File: src/rtl/mod_n_counter_pkg.sv
// Shared types and helpers for the synchronous modulus-N counter.
package mod_n_counter_pkg;

  typedef enum logic [0:0] {MODE_WRAP, MODE_SATURATE} mode_e;

  // A modulus of 2 still needs one bit.
  function automatic int unsigned digit_width(int unsigned n);
    return (n <= 2) ? 1 : $clog2(n);
  endfunction

  function automatic int unsigned step_digit(int unsigned val, logic up, int unsigned n);
    if (up) begin
      return (val >= n - 1) ? 0 : val + 1;
    end
    return (val == 0) ? n - 1 : val - 1;
  endfunction

endpackage

File: src/rtl/mod_n_digit.sv
// One modulus-N digit: synchronous reset/clear, clamped parallel load, up/down step.
module mod_n_digit
  import mod_n_counter_pkg::*;
#(
  parameter int unsigned N = 5,
  parameter int unsigned W = digit_width(N)
) (
  input  logic         clk_i,
  input  logic         rst_i,
  input  logic         clear_i,
  input  logic         load_i,
  input  logic [W-1:0] load_val_i,
  input  logic         step_en_i,
  input  logic         up_i,
  output logic [W-1:0] val_o,
  output logic         term_o
);

  localparam logic [W-1:0] MaxVal = W'(N - 1);

  logic [W-1:0] val_q, val_d;

  always_comb begin
    val_d = val_q;
    if (clear_i) begin
      val_d = '0;
    end else if (load_i) begin
      val_d = (load_val_i > MaxVal) ? MaxVal : load_val_i;
    end else if (step_en_i) begin
      val_d = W'(step_digit(int'(val_q), up_i, N));
    end
  end

  always_ff @(posedge clk_i) begin
    if (rst_i) begin
      val_q <= '0;
    end else begin
      val_q <= val_d;
    end
  end

  assign val_o  = val_q;
  assign term_o = up_i ? (val_q == MaxVal) : (val_q == '0);

endmodule

File: src/rtl/mod_n_counter_sync.sv
// Cascaded modulus-N up/down counter with wrap/saturate mode and carry output.
// Define MOD_N_COUNTER_SYNC_WRAP_CNT_EN to add the wrap_cnt_o event counter.
module mod_n_counter_sync
  import mod_n_counter_pkg::*;
#(
  parameter int unsigned N          = 5,
  parameter int unsigned DIGITS     = 1,
  parameter mode_e       MODE       = MODE_WRAP,
  parameter int unsigned WRAP_CNT_W = 8,
  localparam int unsigned W         = digit_width(N)
) (
  input  logic                  clk_i,
  input  logic                  rst_i,
  input  logic                  clear_i,
  input  logic                  en_i,
  input  logic                  up_i,
  input  logic                  load_i,
  input  logic [DIGITS*W-1:0]   load_val_i,
  output logic [DIGITS*W-1:0]   count_o,
  output logic                  tc_o,
  output logic                  carry_o,
`ifdef MOD_N_COUNTER_SYNC_WRAP_CNT_EN
  output logic [WRAP_CNT_W-1:0] wrap_cnt_o,
`endif
  output logic                  wrap_o
);

  if (N < 2) begin : g_bad_n
    $error("mod_n_counter_sync: N must be >= 2");
  end
  if (DIGITS < 1) begin : g_bad_digits
    $error("mod_n_counter_sync: DIGITS must be >= 1");
  end
  if (WRAP_CNT_W < 1) begin : g_bad_wrap_cnt_w
    $error("mod_n_counter_sync: WRAP_CNT_W must be >= 1");
  end

  logic [DIGITS-1:0] term;
  // chain[k] is set when every digit below k sits at its terminal value.
  logic [DIGITS:0]   chain;
  logic              tc;
  logic              step_en;
  logic              wrap_q, wrap_d;

  assign chain[0] = 1'b1;
  assign tc       = chain[DIGITS];
  // A saturating counter at its boundary simply stops stepping.
  assign step_en  = en_i & ~((MODE == MODE_SATURATE) & tc);

  for (genvar k = 0; k < DIGITS; k++) begin : g_digit
    logic [W-1:0] val;

    mod_n_digit #(
      .N (N),
      .W (W)
    ) u_digit (
      .clk_i      (clk_i),
      .rst_i      (rst_i),
      .clear_i    (clear_i),
      .load_i     (load_i),
      .load_val_i (load_val_i[k*W +: W]),
      .step_en_i  (step_en & chain[k]),
      .up_i       (up_i),
      .val_o      (val),
      .term_o     (term[k])
    );

    assign chain[k+1]        = chain[k] & term[k];
    assign count_o[k*W +: W] = val;
  end

  always_comb begin
    wrap_d = 1'b0;
    if (!clear_i && !load_i && en_i && tc && (MODE == MODE_WRAP)) begin
      wrap_d = 1'b1;
    end
  end

  always_ff @(posedge clk_i) begin
    if (rst_i) begin
      wrap_q <= 1'b0;
    end else begin
      wrap_q <= wrap_d;
    end
  end

  assign wrap_o  = wrap_q;
  assign tc_o    = tc;
  assign carry_o = tc & en_i & ~load_i & ~clear_i;

`ifdef MOD_N_COUNTER_SYNC_WRAP_CNT_EN
  logic [WRAP_CNT_W-1:0] wrap_cnt_q, wrap_cnt_d;

  // Counts on the same edge that raises wrap_o, so both update together.
  always_comb begin
    wrap_cnt_d = wrap_cnt_q;
    if (clear_i || load_i) begin
      wrap_cnt_d = '0;
    end else if (wrap_d && (wrap_cnt_q != '1)) begin
      wrap_cnt_d = wrap_cnt_q + WRAP_CNT_W'(1);
    end
  end

  always_ff @(posedge clk_i) begin
    if (rst_i) begin
      wrap_cnt_q <= '0;
    end else begin
      wrap_cnt_q <= wrap_cnt_d;
    end
  end

  assign wrap_cnt_o = wrap_cnt_q;
`endif

endmodule
File: config.mk
export PLATFORM = sky130hd
export DESIGN_NAME = mod_n_counter_sync
export DESIGN_NICKNAME = d
export VERILOG_FILES = /design/src/rtl/mod_n_counter_pkg.sv /design/src/rtl/mod_n_digit.sv /design/src/rtl/mod_n_counter_sync.sv
export SDC_FILE = /design/constraint.sdc
export NUM_CORES = 1
export LEC_CHECK = 0
export BUFFER_PORTS_ARGS = -buffer_cell sky130_fd_sc_hd__buf_2
export CAP_MARGIN = 20
export CORE_AREA = 2 2 39 41
export CTS_CLUSTER_SIZE = 14
export DETAILED_ROUTE_END_ITERATION = 16
export DIE_AREA = 0 0 41 43
export PLACE_DENSITY = 0.53
export SLEW_MARGIN = 30
export SYNTH_ARGS = -nofsm -noshare
export SYNTH_HDL_FRONTEND = slang
export SYNTH_SLANG_ARGS = --single-unit
File: constraint.sdc
create_clock -name clk_i -period 3.8 [get_ports clk_i]
set_clock_uncertainty 0.15 [all_clocks]
set_input_delay 0.57 -clock clk_i [delete_from_list [all_inputs] [get_ports clk_i]]
set_output_delay 0.57 -clock clk_i [all_outputs]
set_load 0.02 [all_outputs]
# --- Word-level counts from Yosys, hierarchy flattened ---
# Cells that the tools add are included.
op_classes:
  addsub: 2
  n_reduce_logical: 8
  n_eq_ne: 1
  bitwise: 5
  n_lt_le_gt_ge: 2
  mux: 13
  multipliers: 0
  n_div: 0
  shifts: 0
op_table:
  columns: ["operator", "n"]
  rows:
  - ["2-to-1 mux 3 bit", 7]
  - ["2-to-1 mux 1 bit", 6]
  - ["adder 3 x 1 -> 3 bit, second input constant", 1]
  - ["bitwise AND 1 bit", 3]
  - ["== test 3 bit, second input constant", 1]
  - ["greater-or-equal comparator 3 bit, second input constant", 1]
  - ["greater-than comparator 3 bit, second input constant", 1]
  - ["logical AND 1 bit", 3]
  - ["logical NOT 3 bit", 1]
  - ["subtractor 3 x 1 -> 3 bit, second input constant", 1]
  - ["logical NOT 1 bit", 2]
  - ["NOT 1 bit", 2]
  - ["nonzero test 2 bit", 1]
  - ["OR reduction 2 bit", 1]
word_totals:
  inputBits: 9
  romBits: 0
  ramBits: 0
  output_inout_bits: 6
  latchBits: 0
  reg_bits: 4
  mem_count: 0

# --- Longest topological paths before layout ---
# Gate-level depths: netlist of the first run.
logic_depth:
  ltp_word: 7
  ltp_mapped: 5
  ltp_nobuf: 5

# --- Hierarchy ---
# Synthesis of the first run repeated with hierarchy kept, for this count alone.
unflattened:
  cells_unflattened: 38
  hier_area_um2: 317.8
modules_own_cells:
  columns: ["mod", "cells_each", "n_inst", "area_each_um2"]
  rows:
  - ["mod_n_digit", 34, 1, 276.5]
  - ["mod_n_counter_sync", 4, 1, 41.3]

# --- Worst setup path before layout of the first run ---
# No wires, ideal clock.
synth_path:
  path_kind: "reg-to-output"
  from: "register g_digit[0].u_digit.val_q[0]"
  to: "output carry_o"
  path_stages_with_launch: 5
  t_arrival_ns: 1.582
  path_buffers: 0
  setup_slack_ns: 1.498
  path_cell_list: "dfxtp_1 > inv_1 > ha_1 > o21ai_0 > nor4b_1"
synth_between:
  elab_chain_cells: 5
  word_cells_on_any_way: 6
synth_rtl:
  columns: ["element", "line", "source"]
  rows:
  - ["start: declaration", "mod_n_digit.sv:21", "logic [W-1:0] val_q, val_d;"]
  - ["start signal: assignment", "mod_n_digit.sv:38", "val_q <= val_d;"]
  - ["== test 3 bit or logical NOT 3 bit (tied branches)", "mod_n_digit.sv:43", "assign term_o = up_i ? (val_q == MaxVal) : (val_q == '0);"]
  - ["2-to-1 mux 1 bit (*)", "mod_n_digit.sv:43", null]
  - ["bitwise AND 1 bit (*) (3 in a row)", "mod_n_counter_sync.sv:89", "assign carry_o = tc & en_i & ~load_i & ~clear_i;"]
  - ["end: declaration", "mod_n_counter_sync.sv:21", "output logic carry_o,"]
# Every way passes the cells marked *; elsewhere a longest branch is shown, timed or not.

# --- Final worst setup path of the first run ---
# Ends and elaborated chain as after synthesis.

==> key figures, run 1 <==
Status
  – Status: finished, final reports clean

Worst setup path
  – Worst setup endpoint: carry_o
  – Worst Path Required: around 3000 ps
  – CP max-delay cell: dfxtp_1
  – Crit end category: output port
  – Arrival time at the worst endpoint: roughly 1500 ps
  – Reg2reg start: g_digit[0].u_digit.val_o[0]
  – WS Path Type: reg2out
  – Crit path buf inv count: 2
  – Max FO, Critical Path: 5
  – Crit. Startpoint: g_digit[0].u_digit.val_o[0]
  – Worst path cell trace: inv_1, ha_1, o21ai_0, nor4b_1, buf_2
  – FF-to-FF End: g_digit[0].u_digit.val_o[2]
  – Stages on the worst setup path: 5
  – Reg2reg setup slack: approximately 2000 ps
  – Cell family with most CP delay: flip-flops
  – Critical Path Max Stage Delay: approximately 340 ps
  – Startpoint type of the worst setup path: flop
  – Worst reg2reg path depth: 5

Finish
  – Ant diodes: 0
  – Multi-input gate area: about 220 um2
  – Share of cells above drive strength 1: 0.389
  – Fillers: about 150
  – Area growth syn-to-layout: 33.5%
  – Final net count: 68
  – Post-route cell area: about 430 um2
  – Sequential cell area: between 80 and 90 um2

Global routing
  – Initial antenna violation count: 0
  – Pin count of the biggest net entering global routing: 13
  – Total GRT Usage: 0.104
  – First-pass GRT wire length: 1180 um
  – Number of global-route vias before repair: 296
  – Congestion Overflow GR: 0

Yosys
  – Number of synthesized flops with an enable pin: 0
  – Mapped Cells: 38
  – Mean Syn Cell Area: ~8.5 um2
  – Register area share after synthesis: 0.249
  – Synth Warn #: 0
  – Post-synthesis cell type count: 23
  – Synthesized area: approximately 320 um2
  – Area leader, netlist: dfxtp_1
  – Post-synth top area share: 0.249
  – Top cells by count, synth: inv_1, dfxtp_1, a21oi_1, ha_1, nor2_1
  – Synth area leaders: dfxtp_1, ha_1, inv_1, a21oi_1, a2111oi_2
  – Synthesis-stage register bit count: 4
  – Synth Flop Type: dfxtp_1
  – Most common cell in the netlist: inv_1
  – Synthesized Nets: 50
  – Post-synth ARST share: 0

Clock tree
  – Clock slew at reported path FFs: approximately 40 ps
  – Worst-Skew Late Latency: about 240 ps
  – H-tree depth: 1
  – Root Buffer: clkbuf_4
  – CTS tree: done
  – Sink Count: 4
  – CTS resizes: 0
  – Post-CTS setup buffer count: 0
  – Hold-fix buffers, CTS: 0
  – Worst-case clock buffer depth: 2
  – CTS Buf Count: 3

Placed design
  – HPWL after detailed placement: roughly 580 um
  – Gp weighted congestion: about 0.74
  – Placed instance area: between 400 and 500 um2
  – I/O Buffers: 14

Timing
  – Hold Vio Cnt, Final: 0
  – Final setup TNS: 0 ps
  – Tightest Pin Transition: between 300 and 400 ps
  – Final setup viols: 0
  – Rel. slew slack: 0.790
  – Fin crit share: 0.589
  – RSZ-0062 raised after global routing: no
  – Fmax: 447 MHz
  – Max-slew violation count: 0
  – Fin crit period: about 2200 ps

Route
  – TritonRoute pass-1 iters: 3
  – Routed WL: roughly 710 um
  – DRT iter0 DRCs: 7
  – Antenna Violating Nets Remaining: 0
  – Vias: roughly 340
  – Per-cell routed wire length: 10.2 um
  – # DRC: 0
  – Via density: about 4.8

Floorplanning
  – Initial Utilization: 0.232
  – I/O Pins: 15
  – Area of the core: about 1400 um2
  – Rows: 14
  – Die Span X: between 40 and 50 um
  – Die area: about 1800 um2
  – Chip height: ~43 um

Job
  – Max-Cap Viols: 0

Power and ir drop
  – Peak supply drop: 0.000195 V
  – Pwr/cell area: between 200 and 300 nW/um2
  – Leakage: between 0.15 and 0.2 nW

Hold path
  – Worst min-delay path class: in2reg
==> final cells by class <==
type                       instances  share of cell area
tap                               16              0.0466
clock buffer                       3              0.0525
multi-input combinational         28               0.507
timing repair buffer              14               0.163
sequential                         4               0.187
inverter                           5              0.0437
==> how the worst min path moves through the flow <==
stage | startpoint | end | cells after the start
after CTS | rst_i | g_digit[0].u_digit.val_o[0] | 2
after detailed placement | g_digit[0].u_digit.val_o[0] | g_digit[0].u_digit.val_o[0] | 2
after global routing | rst_i | g_digit[0].u_digit.val_o[0] | 2
after global placement | g_digit[0].u_digit.val_o[1] | g_digit[0].u_digit.val_o[1] | 3
after floorplan | clear_i | g_digit[0].u_digit.val_o[0] | 1
final | clear_i | g_digit[0].u_digit.val_o[0] | 2
==> placed cells by master, fill, tap and decap left out, types with 2 or more instances in the layout <==
| cell type | count |
|---|---|
| nor2_1 | 3 |
| ha_1 | 3 |
| buf_2 | 14 |
| a21oi_1 | 3 |
| o21ai_0 | 2 |
| nor3_1 | 2 |
| clkbuf_4 | 3 |
| dfxtp_1 | 4 |
| inv_1 | 5 |
==> kinds of logic after synthesis <==
logic type / after synthesis / share of synthesized area
multiplexers: 1 / 0.0311
adder cells (fa/ha/maj): 3 / 0.117
AND/OR/NAND/NOR: 12 / 0.245
AO/OA/AOI/OAI: 12 / 0.284
buffers and inverters: 6 / 0.0739
flip-flops: 4 / 0.249
==> worst register-to-register path, delay by kind of cell (launching register included) <==
kind	cells	cell delay, ps
simple gates	1	610
flops	1	390
fa+ha+maj	1	250
compound gates	2	230
buf+inv	1	90
==> metrics by stage <==
stage          instances   util  hold WS [ps]  power, mW  setup WS [ps]
2_1_floorplan         38      -           489     0.0644           1500
3_3_place_gp          67  0.294           481     0.0767           1660
3_5_place_dp          67  0.294           481     0.0766           1630
4_1_cts               70  0.310           412      0.130           1530
5_1_grt               70  0.310           420      0.137           1410
6_report              70  0.310           415      0.129           1560
==> metal layers <==
layer | wire [um] | GRT usage | share of wire | vias to the layer above
met4 | 14 | 0.0600 | 0.020 | 0
met1 | 318 | 0.129 | 0.45 | 148
li1 | - | - | - | 176
met5 | 0 | 0 | 0 | -
met3 | 54 | 0.0628 | 0.076 | 2
met2 | 325 | 0.134 | 0.46 | 10
==> power by group <==
part | switching, mW | internal (mW) | total, mW
Sequential | 0.00186 | 0.0439 | 0.0458
Clock | 0.0177 | 0.0353 | 0.0530
Combinational | 0.0174 | 0.0125 | 0.0299
==> state kept, by name, indices dropped and copies added, names as in the netlist <==
register               count
wrap_o                     1
g_digit.u_digit.val_o      3
Note: power is estimated with default switching activity, not from simulation.
==> inputs of run 2 (changes only) <==
==> constraint.sdc (replaced) <==
create_clock -name clk_i -period 2.1 [get_ports clk_i]
set_clock_uncertainty 0.15 [all_clocks]
set_input_delay 0.315 -clock clk_i [delete_from_list [all_inputs] [get_ports clk_i]]
set_output_delay 0.315 -clock clk_i [all_outputs]
set_load 0.02 [all_outputs]
==> run 2 against run 1 <==
Effect of this change: worst hold slack worse by 270 ps; design area rose by 2.6%; power up 93%; sequential share of layout area decreased by 0.48 points; via count up 0.60%; critical endpoint unchanged; largest cell class unchanged.
==> key figures, run 2 (synthesis results as in run 1) <==
Global routing
  – Total GRT Usage: 0.104 (unchanged)
  – Pin count of the biggest net entering global routing: 13 (unchanged)
  – Number of global-route vias before repair: 302 (was 296)
  – Congestion Overflow GR: 0 (unchanged)
  – Initial antenna violation count: 0 (unchanged)
  – First-pass GRT wire length: 1190 um (was 1180 um)

Clock tree
  – Post-CTS setup buffer count: 0 (unchanged)
  – CTS tree: done (unchanged)
  – Worst-Skew Late Latency: 250 ps (was 240 ps)
  – Sink Count: 4 (unchanged)
  – Hold-fix buffers, CTS: 0 (unchanged)
  – Worst-case clock buffer depth: 2 (unchanged)
  – CTS resizes: 0 (unchanged)
  – Root Buffer: clkbuf_4 (unchanged)
  – Clock slew at reported path FFs: 50 ps (was 40 ps)
  – H-tree depth: 1 (unchanged)
  – CTS Buf Count: 3 (unchanged)

Timing
  – Hold Vio Cnt, Final: 0 (unchanged)
  – Fmax: just over 500 MHz
  – Final setup TNS: 0 ps (unchanged)
  – Rel. slew slack: 0.820 (was 0.790)
  – Fin crit period: just under 2000 ps
  – Fin crit share: 0.934
  – RSZ-0062 raised after global routing: no (unchanged)
  – Worst Slack Setup Final: 139 ps (was 1560 ps)
  – Final setup viols: 0 (unchanged)
  – Tightest Pin Transition: 268 ps (was 312 ps)
  – Max-slew violation count: 0 (unchanged)

Power and ir drop
  – Pwr/cell area: 563 nW/um2 (was 300 nW/um2)
  – Peak supply drop: 0.000249 V (was 0.000195 V)
  – Pwr Total: 0.248 mW (was 0.129 mW)
  – Leakage: 0.198 nW (about the same)

Route
  – Routed WL: 817 um (was 713 um)
  – TritonRoute pass-1 iters: 2 (was 3)
  – Per-cell routed wire length: 11.7 um (was 10.2 um)
  – Vias: 338 (was 336)
  – DRT iter0 DRCs: 7 (unchanged)
  – Via density: 4.83 (was 4.80)
  – # DRC: 0 (unchanged)
  – Antenna Violating Nets Remaining: 0 (unchanged)

Worst setup path
  – Crit end category: output port (unchanged)
  – Cell family with most CP delay: flip-flops (unchanged)
  – Max FO, Critical Path: 4 (was 5)
  – Reg2reg setup slack: 310 ps (was 1950 ps)
  – Reg2reg start: g_digit[0].u_digit.val_o[0] (unchanged)
  – Worst path cell trace: inv_1, ha_2, o21ai_1, nor4b_2, buf_4 (was inv_1, ha_1, o21ai_0, nor4b_1, buf_2)
  – Startpoint type of the worst setup path: flop (unchanged)
  – FF-to-FF End: g_digit[0].u_digit.val_o[2] (unchanged)
  – Critical Path Max Stage Delay: 330 ps (was 340 ps)
  – WS Path Type: reg2out (unchanged)
  – CP max-delay cell: dfxtp_1 (unchanged)
  – Worst Path Required: 1630 ps (was 3080 ps)
  – Worst reg2reg path depth: 5 (unchanged)
  – Crit path buf inv count: 2 (unchanged)
  – Arrival time at the worst endpoint: 1500 ps (was 1520 ps)

Finish
  – Most common cell after layout, fill and taps aside: buf_2 (unchanged)
  – Ant diodes: 0 (unchanged)
  – Multi-input gate area: 226 um2 (was 218 um2)
  – Fillers: 153 (was 151)
  – Max reg flops: 3 (unchanged)
  – Most frequent cells in the layout: buf_2, inv_1, dfxtp_1 (unchanged)
  – Share of cells above drive strength 1: 0.426 (was 0.389)
  – Area growth syn-to-layout: 37.0% (was 33.5%)
  – Final Non-Filler Cells: 70 (unchanged)
  – Sequential cell area: 80.1 um2 (unchanged)
  – Final net count: 68 (unchanged)

Floorplanning
  – Area of the core: 1380 um2 (unchanged)
  – I/O Pins: 15 (unchanged)
  – Initial Utilization: 0.232 (unchanged)
  – Rows: 14 (unchanged)
  – Die Span X: 41 um (unchanged)
  – Die area: 1760 um2 (unchanged)
  – Chip height: 43 um (unchanged)

Placed design
  – Gp weighted congestion: 0.797 (was 0.741)
  – Placed Instances: 67 (unchanged)
  – I/O Buffers: 14 (unchanged)
  – Post-place setup slack: 267 ps (was 1630 ps)
  – HPWL after detailed placement: 633 um (was 576 um)

Hold path
  – Worst min-delay path class: in2reg (unchanged)
  – Hold path start: rst_i (was clear_i)
  – Hold Crit Endpoint: g_digit[0].u_digit.val_o[0] (unchanged)
  – Hold Path Depth: 2 (unchanged)

Job
  – Max-Cap Viols: 0 (unchanged)

Status
  – Status: finished, final reports clean (unchanged)
run 2: final cells by class:
cell class,count,area share
repair buffers,14,0.165
clock buffers,3,0.0511
well taps,16,0.0455
inverters,5,0.0426
flip-flops and latches,4,0.182
multi-input cells,28,0.514
run 2: metal layers:
layer  global-route usage  part of all wire  up-vias
li1                     -                 -      179
met3               0.0157             0.045        2
met2                0.150              0.48       10
met5                    0                 0        -
met4                0.100             0.024        0
met1                0.122              0.44      147
run 2: where the power goes:
| part | internal [mW] | leakage (nW) | switching (mW) |
|---|---|---|---|
| registers | 0.0793 | 0.0326 | 0.00360 |
| clock network | 0.0647 | 0.0138 | 0.0433 |
| logic | 0.0240 | 0.152 | 0.0332 |
| total | 0.168 | 0.198 | 0.0801 |
run 2: worst max-delay path by stage:
stage | end | slack [ps] | startpoint | depth (start not counted)
floorplan | carry_o | 50 | g_digit[0].u_digit.val_o[0] | 4
global placement | g_digit[0].u_digit.val_o[2] | 320 | g_digit[0].u_digit.val_o[0] | 5
detailed placement | g_digit[0].u_digit.val_o[2] | 270 | g_digit[0].u_digit.val_o[0] | 5
CTS | carry_o | 90 | g_digit[0].u_digit.val_o[1] | 5
global route | carry_o | 30 | g_digit[0].u_digit.val_o[0] | 5
finish | carry_o | 140 | g_digit[0].u_digit.val_o[1] | 5
run 2: stage by stage:
step | instance area (um2) | hold WS, ps | utilization
final | 440 | 149 | 0.318
after global placement | 407 | 408 | 0.294
after floorplan | 322 | 234 | -
after global routing | 440 | 159 | 0.318
after CTS | 429 | 149 | 0.310
after detailed placement | 407 | 405 | 0.294
==> inputs of run 3 (changes only) <==
--- a/config.mk
+++ b/config.mk
@@ -5,6 +5,7 @@
 export SDC_FILE = /design/constraint.sdc
 export NUM_CORES = 1
 export LEC_CHECK = 0
+export ABC_AREA = 1
 export BUFFER_PORTS_ARGS = -buffer_cell sky130_fd_sc_hd__buf_2
 export CAP_MARGIN = 20
 export CORE_AREA = 2 2 39 41
==> run 3 against run 2 <==
Effect of this change: power down 3.9%; combinational power increased by 8.7%; sequential power hardly changed; cell count increased by 21%; synthesized area down 0.39%; worst setup slack improved by 53 ps; design area shrank 1.7%; register-to-register slack gained 440 ps; critical path type unchanged; largest power group unchanged; highest routed layer unchanged.
==> key figures, run 3 <==
Route
  – DRT iter0 DRCs: 6 (was 7)
  – Antenna Violating Nets Remaining: 0 (unchanged)
  – TritonRoute pass-1 iters: 4 (was 2)
  – Per-cell routed wire length: 8.93 um (was 11.7 um)
  – Via density: 4.26 (was 4.83)
  – # DRC: 0 (unchanged)
  – Routed WL: 759 um (was 817 um)
  – Vias: 362 (was 338)

Yosys
  – Synthesized Nets: 64 (was 50)
  – Synth Warn #: 0 (unchanged)
  – Post-synthesis cell type count: 13 (was 23)
  – Mapped Cells: 52 (was 38)
  – Register area share after synthesis: 0.250 (was 0.249)
  – Number of synthesized flops with an enable pin: 0 (unchanged)
  – Area leader, netlist: dfxtp_1 (unchanged)
  – Most common cell in the netlist: nand2_1 (was inv_1)
  – Mean Syn Cell Area: 6.16 um2 (was 8.46 um2)
  – Synth area leaders: dfxtp_1, nand2_1, ha_1, a21oi_1, inv_1 (was dfxtp_1, ha_1, inv_1, a21oi_1, a2111oi_2)
  – Synthesized area: 320 um2 (was 322 um2)
  – Synth Flop Type: dfxtp_1 (unchanged)
  – Post-synth ARST share: 0 (unchanged)
  – Top cells by count, synth: nand2_1, inv_1, a21oi_1, nor2_1 (was inv_1, dfxtp_1, a21oi_1, ha_1, nor2_1)
  – Synthesis-stage register bit count: 4 (unchanged)
  – Post-synth top area share: 0.250 (was 0.249)

Timing
  – Max-slew violation count: 0 (unchanged)
  – Fin crit share: 0.908 (was 0.934)
  – RSZ-0062 raised after global routing: no (unchanged)
  – Tightest Pin Transition: 198 ps (was 268 ps)
  – Final setup viols: 0 (unchanged)
  – Final setup TNS: 0 ps (unchanged)
  – Fmax: 524 MHz (was 510 MHz)
  – Hold Vio Cnt, Final: 0 (unchanged)
  – Rel. slew slack: 0.868 (was 0.820)
  – Fin crit period: 1910 ps (was 1960 ps)

Worst setup path
  – Arrival time at the worst endpoint: 1440 ps (was 1500 ps)
  – CP max-delay cell: dfxtp_1 (unchanged)
  – Critical Path Max Stage Delay: 330 ps (about the same)
  – Reg2reg start: g_digit[0].u_digit.val_o[0] (unchanged)
  – Startpoint type of the worst setup path: flop (unchanged)
  – Crit end category: output port (unchanged)
  – Reg2reg setup slack: 750 ps (was 310 ps)
  – Stages on the worst setup path: 7 (was 5)
  – Crit. Startpoint: g_digit[0].u_digit.val_o[0] (was g_digit[0].u_digit.val_o[1])
  – Worst setup endpoint: carry_o (unchanged)
  – Crit path buf inv count: 4 (was 2)
  – Worst Path Required: 1630 ps (about the same)
  – Cell family with most CP delay: buffers and inverters (was flip-flops)
  – Worst path cell trace: inv_1, ha_1, inv_1, o21ai_2, inv_2, nor2_1, buf_2 (was inv_1, ha_2, o21ai_1, nor4b_2, buf_4)
  – Max FO, Critical Path: 4 (unchanged)
  – FF-to-FF End: g_digit[0].u_digit.val_o[1] (was g_digit[0].u_digit.val_o[2])
  – Worst reg2reg path depth: 8 (was 5)
  – WS Path Type: reg2out (unchanged)
  – Critical Path Most Common Cell: inv_1

Floorplanning
  – Rows: 14 (unchanged)
  – I/O Pins: 15 (unchanged)
  – Die area: 1760 um2 (unchanged)
  – Area of the core: 1380 um2 (unchanged)
  – Chip height: 43 um (unchanged)
  – Die Span X: 41 um (unchanged)
  – Initial Utilization: 0.231 (was 0.232)

Clock tree
  – CTS tree: done (unchanged)
  – CTS Buf Count: 3 (unchanged)
  – Worst-Skew Late Latency: 230 ps (was 250 ps)
  – CTS resizes: 0 (unchanged)
  – Post-CTS setup buffer count: 0 (unchanged)
  – H-tree depth: 1 (unchanged)
  – Hold-fix buffers, CTS: 0 (unchanged)
  – Worst-case clock buffer depth: 2 (unchanged)
  – Sink Count: 4 (unchanged)
  – Clock slew at reported path FFs: 40 ps (was 50 ps)
  – Root Buffer: clkbuf_4 (unchanged)

Global routing
  – Met1 Use GR: 0.119 (was 0.122)
  – M2 GR Usage: 0.147 (was 0.150)
  – Total GRT Usage: 0.105 (was 0.104)
  – Grt peak-use layer: met2 (unchanged)
  – Initial antenna violation count: 0 (unchanged)
  – Grt met3 use: 0.0157 (unchanged)
  – Pin count of the biggest net entering global routing: 6 (was 13)
  – First-pass GRT wire length: 1190 um (unchanged)
  – Congestion Overflow GR: 0 (unchanged)
  – Number of global-route vias before repair: 329 (was 302)

Job
  – Max-Cap Viols: 0 (unchanged)

Placed design
  – Gp weighted congestion: 0.775 (was 0.797)
  – HPWL after detailed placement: 639 um (was 633 um)
  – I/O Buffers: 14 (unchanged)
  – Placed Instances: 82 (was 67)

Finish
  – Most frequent cells in the layout: buf_2, nand2_1, inv_1, a21oi_1, nor2_1 (was buf_2, inv_1, dfxtp_1)
  – Sequential cell area: 80.1 um2 (unchanged)
  – Share of cells above drive strength 1: 0.348 (was 0.426)
  – Final Non-Filler Cells: 85 (was 70)
  – Fillers: 154 (was 153)
  – Max reg flops: 3 (unchanged)
  – Area growth syn-to-layout: 35.2% (was 37.0%)
  – Final net count: 83 (was 68)
  – Ant diodes: 0 (unchanged)
  – Most common cell after layout, fill and taps aside: buf_2 (unchanged)
  – Multi-input gate area: 199 um2 (was 226 um2)

Power and ir drop
  – Leakage: 0.233 nW (was 0.198 nW)
  – Pwr/cell area: 551 nW/um2 (was 563 nW/um2)
  – Peak supply drop: 0.000335 V (was 0.000249 V)

Status
  – Status: finished, final reports clean (unchanged)

Hold path
  – Worst min-delay path class: in2reg (unchanged)
==> run 3: worst min path at each step <==
stage	startpoint	slack [ps]	to	depth (start not counted)
after floorplan	rst_i	230	wrap_o	1
after global placement	rst_i	350	wrap_o	2
after detailed placement	rst_i	350	wrap_o	2
after CTS	rst_i	100	wrap_o	2
after global routing	rst_i	90	wrap_o	2
final	rst_i	110	wrap_o	2
==> run 3: power by group <==
part / switching, mW / leakage, nW / internal (mW)
Sequential: 0.00336 / 0.0326 / 0.0796
Combinational: 0.0389 / 0.186 / 0.0233
Clock: 0.0295 / 0.0138 / 0.0638
==> run 3: routing by layer <==
layer | vias to the layer above | wire length (um) | share of wire
met5 | - | 0 | 0
met4 | 0 | 10 | 0.013
met3 | 2 | 40 | 0.053
met2 | 13 | 346 | 0.46
met1 | 148 | 362 | 0.48
li1 | 199 | - | -
==> run 3: per-stage QoR <==
step           setup slack (ps)  area (um2)  utilization  power, mW  hold WS [ps]
2_1_floorplan               237         320            -      0.124           234
3_3_place_gp                465         410        0.297      0.147           352
3_5_place_dp                432         410        0.297      0.147           349
4_1_cts                     175         433        0.313      0.245          99.4
5_1_grt                    76.6         433        0.313      0.259          94.2
6_report                    192         433        0.313      0.238           109
==> run 3: cell families after synthesis <==
kind of cell / synth area share
DFF: 0.250
AOI/OAI and AO/OA: 0.152
adders and majority gates: 0.117
and+or+nand+nor: 0.352
buffers and inverters: 0.129
==> run 3: cell type report <==
cell class / instances / share of cell area
well taps: 16 / 0.0462
flip-flops and latches: 4 / 0.185
multi-input cells: 37 / 0.460
clock buffers: 3 / 0.0520
inverters: 11 / 0.0954
repair buffers: 14 / 0.162
